### src/rtl/shift_arbiter.sv
// shift_arbiter: round-robin arbiter for two shift requesters (a_*, b_*) driving a shared registered 4-bit shifter (sh_*), returning rsp_valid/rsp_id/rsp_result three cycles after grant
module shift_arbiter (
  input  logic       clk,
  input  logic       rst,
  input  logic       a_req,
  input  logic [3:0] a_data,
  input  logic [1:0] a_shift,
  input  logic       a_dir,
  output logic       a_ack,
  input  logic       b_req,
  input  logic [3:0] b_data,
  input  logic [1:0] b_shift,
  input  logic       b_dir,
  output logic       b_ack,
  output logic [3:0] sh_data,
  output logic [1:0] sh_shift,
  output logic       sh_dir,
  input  logic [3:0] sh_result,
  output logic       rsp_valid,
  output logic       rsp_id,
  output logic [3:0] rsp_result
);
  typedef enum logic [1:0] {IDLE, ISSUE, CAPTURE} state_t;
  state_t state, state_n;
  logic last_grant, id, grant, win;
  always_comb begin
    grant = state == IDLE && (a_req || b_req);
    win = (a_req && b_req) ? !last_grant : b_req;
    state_n = state == IDLE ? (grant ? ISSUE : IDLE) : state == ISSUE ? CAPTURE : IDLE;
  end
  always_ff @(posedge clk or posedge rst)
    if (rst) state <= IDLE;
    else state <= state_n;
  always_ff @(posedge clk or posedge rst)
    if (rst) begin
      a_ack <= 1'b0;
      b_ack <= 1'b0;
      rsp_valid <= 1'b0;
      rsp_id <= 1'b0;
      rsp_result <= 4'd0;
      sh_data <= 4'd0;
      sh_shift <= 2'd0;
      sh_dir <= 1'b0;
      id <= 1'b0;
      last_grant <= 1'b1;
    end else begin
      a_ack <= grant && !win;
      b_ack <= grant && win;
      rsp_valid <= state == CAPTURE;
      if (grant) begin
        sh_data <= win ? b_data : a_data;
        sh_shift <= win ? b_shift : a_shift;
        sh_dir <= win ? b_dir : a_dir;
        id <= win;
        last_grant <= win;
      end
      if (state == CAPTURE) begin
        rsp_result <= sh_result;
        rsp_id <= id;
      end
    end
endmodule

### config.mk
export PLATFORM = sky130hd
export DESIGN_NAME = shift_arbiter
export DESIGN_NICKNAME = d
export VERILOG_FILES = /design/src/rtl/shift_arbiter.sv
export SDC_FILE = /design/constraint.sdc
export NUM_CORES = 1
export LEC_CHECK = 0
export ABC_AREA = 0
export BUFFER_PORTS_ARGS = -buffer_cell sky130_fd_sc_hd__buf_2
export CAP_MARGIN = 5
export CORE_MARGIN = 5
export CORE_UTILIZATION = 44
export CTS_CLUSTER_SIZE = 8
export DETAILED_ROUTE_END_ITERATION = 8
export PLACE_DENSITY = 0.73
export SLEW_MARGIN = 30
export SYNTH_ARGS = -nofsm -noshare
export SYNTH_HDL_FRONTEND = slang
export SYNTH_SLANG_ARGS = --single-unit
export TNS_END_PERCENT = 100
### constraint.sdc
create_clock -name clk -period 1.5 [get_ports clk]
set_input_delay 0.3 -clock clk [delete_from_list [all_inputs] [get_ports clk]]
set_output_delay 0.3 -clock clk [all_outputs]
set_load 0.1 [all_outputs]
==> impl_metrics.toml <==
[floorplanning]
die_w_um = 52.9
dieArea_um2 = 2790
core_area_um2 = 1750
io_pins = 37
initial_core_util_pct = 46.3
rows = 15
die_y_um = 52.9

[timing]
setup_violations = 0
rsz0062_at_grt = "false"
layout_min_cycle_time_ps = 1410
tightest_slew_ps = 489
tns_ps = 0
slew_headroom_pct = 67.7
fin_skew_ps = 8.90
slew_viol_final = 0
hold_viol_final = 0
clock.fmax_mhz = 711
finalCritPeriodShare_pct = 93.7

[setup_path]
cp_cell_sequence = "buf_2"
reg2reg_slack_ps = 240
crit_type = "flip-flop to primary output"
critical-path-top-delay-family = "buffers and inverters"
crit_slowest_cell = "buf_2"
crit_path_end_kind = "primary output"
regToRegEndpoint = "sh_data[0]$_DFFE_PP0P_"
critPathBufInv = 1
startpoint_type = "flip-flop"
path_max_fanout = 2
r2r_cells = 3
critical_path.max_stage_delay_ps = 430
cp.required_ps = 1200
r2r-start = "last_grant$_DFFE_PP1P_"
cp.arrival_ps = 1110

[finish]
num_antenna_cells = 0
syn_to_final_growth_pct = 30.3
final_common_cell = "buf_2"
finalNonFillerCells = 137
layout_common_cells = "buf_2 (36), dfrtp_1 (18), inv_1 (17)"
final_util_pct = 60.4
drive_gt1_share_pct = 45.5
final_nets = 135
nFillCells = 150

[clock_network]
cts_tree = "yes"
postCtsSetupRepairBufs = 0
cts_buffers = 3
clk_pin_slew_ps = 110
clock_path_buffers = 2
cts.repair.resized = 0
cts_max_level = 1
root_buffer = "clkbuf_4"
insertion_delay_ps = 300
ctsHoldBuffers = 1
cts_num_sinks = 19

[grt]
grt-ovfl-total = 0
grt_antenna_before_repair = 0
track_usage_pct = 13.9
grt_pass1_wl_um = 2780
grt_max_degree = 14
grt_pass1_vias = 644

[min_path]
worstHoldStart = "sh_result[0]"
min_path_type = "primary input to flip-flop"
worst_hold_path.endpoint = "rsp_result[0]$_DFFE_PP0P_"
holdPathStages = 2

[routing]
drt_pass1_iterations = 4
via_count = 635
dr_wl_met2_um = 734
vias_per_cell = 4.64
met1_length_um = 829
drtIter0Drc = 2
ant_nets = 0
top_layer = "met3"
drc_errors = 0
wl_met3_um = 149
wl_per_cell_um = 12.5
routed_wl_um = 1710

[yosys]
ys_types = 16
syn_inst = 71
syn-cell-area_um2 = 808
syn-num-nets = 93
avgSynthCellArea_um2 = 11.4
yosysWarnings = 0
yosysSeqAreaShare_pct = 59.0
synth_area_leaders = "dfrtp_1 (56%), mux2_4 (9.3%), inv_1 (7.9%)"
synth_top_cell_area_share_pct = 55.7
synth_top_area_cell = "dfrtp_1"
synth-seq-cells = 19

[placed_design]
hpwl_um = 1270
place_inst = 132
gp_congestion = 0.666
port_buffers = 36

[run_status]
status = "completed"

[run]
maxCapViolations = 0
-- synthesized netlist by cell type (all sizes together) --
library cell,count
nand2,3
buf,2
dfstp,1
o21ai,9
mux2,5
inv,17
nor2b,2
o221ai,7
nand2b,1
dfrtp,18
nor2,3
nand3,2
or2,1
-- area by class of cell --
class | instances | area (um2) | share of cell area, %
clock buffer | 3 | 22.5 | 2.14
clock inverter | 1 | 5.00 | 0.475
inverter | 17 | 63.8 | 6.06
multi-input combinational | 33 | 249 | 23.6
sequential | 19 | 477 | 45.2
tap | 25 | 31.3 | 2.97
timing repair buffer | 39 | 205 | 19.5
-- per-layer routing --
metal,up-vias,GRT usage (%)
li1,316,-
met1,288,17.6
met2,31,22.5
met3,0,3.10
met4,0,6.38
met5,-,0
-- per-stage QoR --
step                instance area (um2)  hold WS (ps)  worst slack (ps)
finish                             1050           225              94.0
global route                       1050           218              55.8
CTS                                1050           221              86.9
detailed placement                 1020           254               214
global placement                   1020           241               281
floorplan                           808           250               242
-- flip-flops by register name, summed over array words and instances, names as in the netlist --
| signal | count |
|---|---|
| a_ack | 1 |
| b_ack | 1 |
| id | 1 |
| last_grant | 1 |
| rsp_id | 1 |
| rsp_result | 4 |
| rsp_valid | 1 |
| sh_data | 4 |
| sh_dir | 1 |
| sh_shift | 2 |
| state | 2 |
-- logic make-up after synthesis --
group | synth area share [%]
compound gates | 13.2
mux | 9.29
flops | 59.0
simple gates | 8.36
buf+inv | 10.2
-- worst max path at each step --
stage | from | to | slack (ps) | cells after the start
after floorplan | rsp_id$_DFFE_PP0P_ | rsp_id$_DFFE_PP0P_ | 240 | 1
after global placement | last_grant$_DFFE_PP1P_ | sh_dir$_DFFE_PP0P_ | 280 | 3
after detailed placement | last_grant$_DFFE_PP1P_ | sh_data[0]$_DFFE_PP0P_ | 210 | 3
after CTS | sh_dir$_DFFE_PP0P_ | sh_dir | 90 | 1
after global routing | sh_data[1]$_DFFE_PP0P_ | sh_data[1] | 60 | 1
final | sh_dir$_DFFE_PP0P_ | sh_dir | 90 | 1
-- worst register-to-register path: cells and delay by family, from the launching register on --
kind / cells / cell delay [ps]
flops: 1 / 550
simple gates: 2 / 360
compound gates: 1 / 270
Power is left out: the tool's default activity adds up to more than one toggle a clock period on the data nets, which glitch-free logic cannot reach.
